File: src/rtl/scan_rw_bank.sv
// scan_rw_bank: serial scan access to a bank of NumCh configuration channels.
// A shift register is loaded serially (LSB first) or in parallel from CfgIn,
// and committed to the CfgOut flops on SUpdate, optionally only when exactly
// L bits have been shifted since the last capture/update/reset.

// One channel of latched configuration; loads its slice of SR on commit.
module scan_rw_chan #(
   parameter int              PWidth = 4,
   parameter logic [PWidth-1:0] RstVal = '0
) (
   input  logic              clk,
   input  logic              rst,
   input  logic              commit,
   input  logic [PWidth-1:0] d,
   output logic [PWidth-1:0] q
);

   // channel configuration flop, reset to its slice of ResetValue
   always_ff @(posedge clk) begin
      if (rst)         q <= RstVal;
      else if (commit) q <= d;
   end

endmodule

module scan_rw_bank #(
   parameter int                       PWidth     = 4,
   parameter int                       NumCh      = 2,
   parameter int                       Mode       = 2,
   parameter int                       StrictLen  = 1,
   parameter logic [PWidth*NumCh-1:0]  ResetValue = '0
) (
   input  logic                      SClk,
   input  logic                      SReset,
   input  logic                      SEnable,
   input  logic                      SCapture,
   input  logic                      SUpdate,
   input  logic                      SIn,
   output logic                      SOut,
   input  logic [PWidth*NumCh-1:0]   CfgIn,
   output logic [PWidth*NumCh-1:0]   CfgOut,
   output logic                      UpdAck,
   output logic                      LenErr
);

   localparam int L  = PWidth * NumCh;
   localparam int CW = $clog2(L + 2);
   // exact-length target and the saturation value that marks an overrun
   localparam logic [CW-1:0] LenC   = CW'(L);
   localparam logic [CW-1:0] CntMax = CW'(L + 1);

   logic [L-1:0]  sr;
   logic [CW-1:0] cnt;
   logic          upd_ack;
   logic          len_err;

   logic          upd_go;   // SUpdate honoured in this mode
   logic          cap_go;   // SCapture honoured in this mode
   logic          len_ok;   // shift count allows a commit
   logic          commit;
   logic [L:0]    sr_ext;   // SIn prepended so the shift also works for L=1
   logic [L-1:0]  sr_sh;

   logic [NumCh-1:0][PWidth-1:0] sr_ch;
   logic [NumCh-1:0][PWidth-1:0] cfg_ch;

   // strobe qualification by access mode and length check
   always_comb begin
      upd_go = SUpdate && (Mode != 0);
      cap_go = SCapture && (Mode != 1);
      len_ok = (StrictLen == 0) || (cnt == LenC);
      commit = upd_go && len_ok;
      sr_ext = {SIn, sr};
      sr_sh  = sr_ext[L:1];
   end

   // shift register and shift counter; update > capture > shift
   always_ff @(posedge SClk) begin
      if (SReset) begin
         sr  <= '0;
         cnt <= '0;
      end else if (upd_go) begin
         cnt <= '0;
      end else if (cap_go) begin
         sr  <= CfgIn;
         cnt <= '0;
      end else if (SEnable) begin
         sr <= sr_sh;
         if (cnt != CntMax) cnt <= cnt + CW'(1);
      end
   end

   // commit acknowledge pulse and sticky length-error flag
   always_ff @(posedge SClk) begin
      if (SReset) begin
         upd_ack <= 1'b0;
         len_err <= 1'b0;
      end else begin
         upd_ack <= commit;
         if (upd_go && !len_ok) len_err <= 1'b1;
      end
   end

   assign sr_ch = sr;

   // CfgOut comes only from per-channel flops, never from SR directly
   for (genvar k = 0; k < NumCh; k++) begin : g_ch
      scan_rw_chan #(
         .PWidth (PWidth),
         .RstVal (ResetValue[k*PWidth +: PWidth])
      ) u_chan (
         .clk    (SClk),
         .rst    (SReset),
         .commit (commit),
         .d      (sr_ch[k]),
         .q      (cfg_ch[k])
      );
   end

   assign CfgOut = cfg_ch;
   assign SOut   = sr[0];
   assign UpdAck = upd_ack;
   assign LenErr = len_err;

endmodule
File: config.mk
export PLATFORM = sky130hd
export DESIGN_NAME = scan_rw_bank
export DESIGN_NICKNAME = d
export VERILOG_FILES = /design/src/rtl/scan_rw_bank.sv
export SDC_FILE = /design/constraint.sdc
export NUM_CORES = 1
export LEC_CHECK = 0
export BUFFER_PORTS_ARGS = -buffer_cell sky130_fd_sc_hd__buf_2
export CELL_PAD_IN_SITES_DETAIL_PLACEMENT = 1
export CELL_PAD_IN_SITES_GLOBAL_PLACEMENT = 1
export CORE_UTILIZATION = 34
export DETAILED_ROUTE_END_ITERATION = 6
export PLACE_DENSITY = 0.81
export SLEW_MARGIN = 20
export SYNTH_ARGS = -nofsm -noshare
export SYNTH_HDL_FRONTEND = slang
export SYNTH_HIERARCHICAL = 1
export SYNTH_SLANG_ARGS = --single-unit
File: constraint.sdc
create_clock -name SClk -period 1.4 [get_ports SClk]
set_input_delay 0.14 -clock SClk [delete_from_list [all_inputs] [get_ports SClk]]
set_output_delay 0.14 -clock SClk [all_outputs]
set_load 0.02 [all_outputs]
==> results.py <==
metrics = {
    "routing": {
        "antenna_left": 0,
        "vias": 812,
        "drt_iter0_drc": 12,
        "drc": 0,
        "routed_wirelength_um": 2120,
        "wl_per_cell_um": 13.4,
        "drt-vias-per-instance": 5.14,
        "drt-pass1-iter-count": 4,
    },
    "synth": {
        "yosys.cell_types.count": 23,
        "synth_nets": 114,
        "syn-cell-area_sq_um": 962,
        "syn_avg_cell_area_sq_um": 9.92,
        "yosys_register_bits": 22,
        "yosysSeqAreaShare_pct": 45.8,
        "synthCells": 97,
        "yosysWarningCount": 6,
    },
    "worst_hold_path": {
        "hold-path-endpoint": "LenErr",
        "min_path_type": "primary input to flip-flop",
        "hp-start": "SUpdate",
        "min_path_cells": 3,
    },
    "place": {
        "gp_congestion": 0.705,
        "dp_cells": 150,
        "portBuffers": 24,
        "dpl.hpwl_um": 1630,
        "dpl_worst_slack_ns": -0.0108,
        "placed_area_sq_um": 1120,
    },
    "sta": {
        "drv_slew": 0,
        "fmax_ghz": 0.756,
        "skew_ns": 0.00179,
        "hold_violations": 0,
        "final-setup-viol-count": 0,
        "maxSlewHeadroom_pct": 84.8,
        "worst_slew_pin_slew_ns": 0.226,
        "postLayoutSetupSlackWorst_ns": 0.0779,
        "period_needed_ns": 1.32,
        "fin_crit_sh_pct": 94.4,
    },
    "critical_path": {
        "r2r_end": "g_ch[1].u_chan/q[0]",
        "critPathRequiredTime_ns": 1.61,
        "rr_worst_depth": 7,
        "cp.arrival_ns": 1.53,
        "worstSetupEndpointType": "flip-flop",
        "critPathLaunchType": "flip-flop",
        "reg2reg_slack_ns": 0.08,
        "crit_fanout": 5,
        "worst-setup-path-type": "flip-flop to flip-flop",
        "reg2reg_from": "cnt[1]",
    },
    "run": {
        "cap_violations": 0,
    },
    "clocking": {
        "cts_tree": "done",
        "cts.path.max_buffers": 2,
        "cts_buffers": 3,
        "path_clk_slew_ns": 0.12,
        "ctsHtreeMaxLevel": 1,
        "clock_latency_ns": 0.31,
        "clock_sinks": 22,
        "clockRootBuffer": "clkbuf_4",
    },
    "global_routing": {
        "grt_usage_pct": 15.7,
        "grt_pass1_wl_um": 3390,
        "antenna_found_initial": 0,
        "overflow": 0,
        "grt_pass1_vias": 771,
        "grt_max_degree": 20,
    },
    "floorplan": {
        "core_sq_um": 2570,
        "rows": 18,
        "dieArea_sq_um": 3050,
        "io_pins": 25,
        "dieHeight_um": 55.2,
        "initial_core_util_pct": 37.5,
        "die_w_um": 55.2,
    },
    "final_layout": {
        "mostFrequentLayoutCells": "buf_2, dfxtp_1, nor2_1, mux2i_1",
        "final_layout_size_suffix_gt1_share_pct": 35.9,
        "final-instance-count-excl-fill": 158,
        "final_util_pct": 47.5,
        "syn_to_final_growth_pct": 26.7,
        "stdcell_area_sq_um": 1220,
        "layout_commonest_cell": "buf_2",
        "final_nets": 146,
        "diodes": 0,
    },
    "power_and_ir_drop": {
        "irDropWorstVdd_mv": 0.546,
        "power_density_nw_per_um2": 930,
        "p_leak_nw": 0.570,
    },
    "status": {
        "status": "finished clean",
    },
}
## per-layer routing
| layer | wire, um | vias to the layer above | global-route usage (%) |
|---|---|---|---|
| li1 | - | 398 | - |
| met1 | 946 | 395 | 18.4 |
| met2 | 1050 | 17 | 27.9 |
| met3 | 92 | 2 | 3.01 |
| met4 | 29 | 0 | 6.25 |
| met5 | 0 | - | 0 |
## worst max path at each step
stage	end	from	slack [ns]
finish	g_ch[1].u_chan/q[0]	cnt[1]	0.08
global route	g_ch[1].u_chan/q[0]	cnt[1]	-0.009
CTS	g_ch[1].u_chan/q[2]	cnt[1]	0.01
detailed placement	g_ch[1].u_chan/q[2]	cnt[1]	-0.01
global placement	g_ch[1].u_chan/q[3]	cnt[1]	0.07
floorplan	g_ch[0].u_chan/q[0]	cnt[0]	0.13
## logic make-up after synthesis
kind of cell             count (synthesis)  synth area share [%]
AND/OR/NAND/NOR                         32                  16.6
flip-flops                              22                  45.8
multiplexers                            16                  16.6
AO/OA/AOI/OAI                           13                  10.5
buffers and inverters                   10                  5.59
adder cells (fa/ha/maj)                  3                  3.90
XOR/XNOR                                 1                 0.910
## flip-flops by register name (all words and copies together), names as in the netlist
name,flops
UpdAck,1
cnt,4
g_ch.u_chan/q,8
sr,8
LenErr,1
## power breakdown
| part | leakage (nW) | internal, mW | switching, mW | total (mW) |
|---|---|---|---|---|
| Sequential | 0.180 | 0.647 | 0.0165 | 0.664 |
| Clock | 0.0210 | 0.159 | 0.193 | 0.352 |
| Combinational | 0.368 | 0.0546 | 0.0635 | 0.118 |
## cell usage after synthesis, drive strengths merged
cell    number  area [sq um]
a211o        2          17.5
a211oi       8          60.1
a21oi        1          5.00
a32oi        1          8.76
buf          4          28.8
clkbuf       3          13.8
dfxtp       22           440
ha           3          37.5
inv          3          11.3
mux2i       16           160
nand2        3          11.3
nand3b       2          27.5
nand4        3          18.8
nor2        20          75.1
nor2b        1          6.26
nor3         2          10.0
o21ba        1          10.0
or3          1          11.3
xor2         1          8.76
## stage by stage
stage / hold slack, ns / setup TNS [ns] / power (mW)
6_report: 0.127 / 0 / 1.13
3_5_place_dp: 0.449 / -0.0216 / 0.795
4_1_cts: 0.116 / 0 / 1.15
5_1_grt: 0.126 / -0.00931 / 1.19
3_3_place_gp: 0.434 / 0 / 0.788
2_1_floorplan: 0.212 / 0 / 0.748
## area by class of cell
type / instances / area (sq um)
repair buffers: 34 / 203
inverters: 3 / 16.3
fillers: 317 / 1350
multi-input cells: 65 / 483
clock buffers: 4 / 36.3
flip-flops and latches: 22 / 443
well taps: 30 / 37.5
## repair_timing
action / in CTS / in global routing
endpoints found under the setup margin: 7 / 8
pin swaps: 1 / 4
cloned: 0 / 0
resized for setup: 1 / 10
hold buffers: 0 / 0
buffers inserted: 1 / 3
## worst max-delay path: stages, from the launching register on
cell and delay [ns]:
dfxtp_2 0.37, inv_4 0.07, ha_4 0.12, nand3b_1 0.11, nor2_2 0.16, buf_6 0.15, mux2i_1 0.18, nor2_1 0.06
Note: power is estimated with default switching activity, not from simulation.
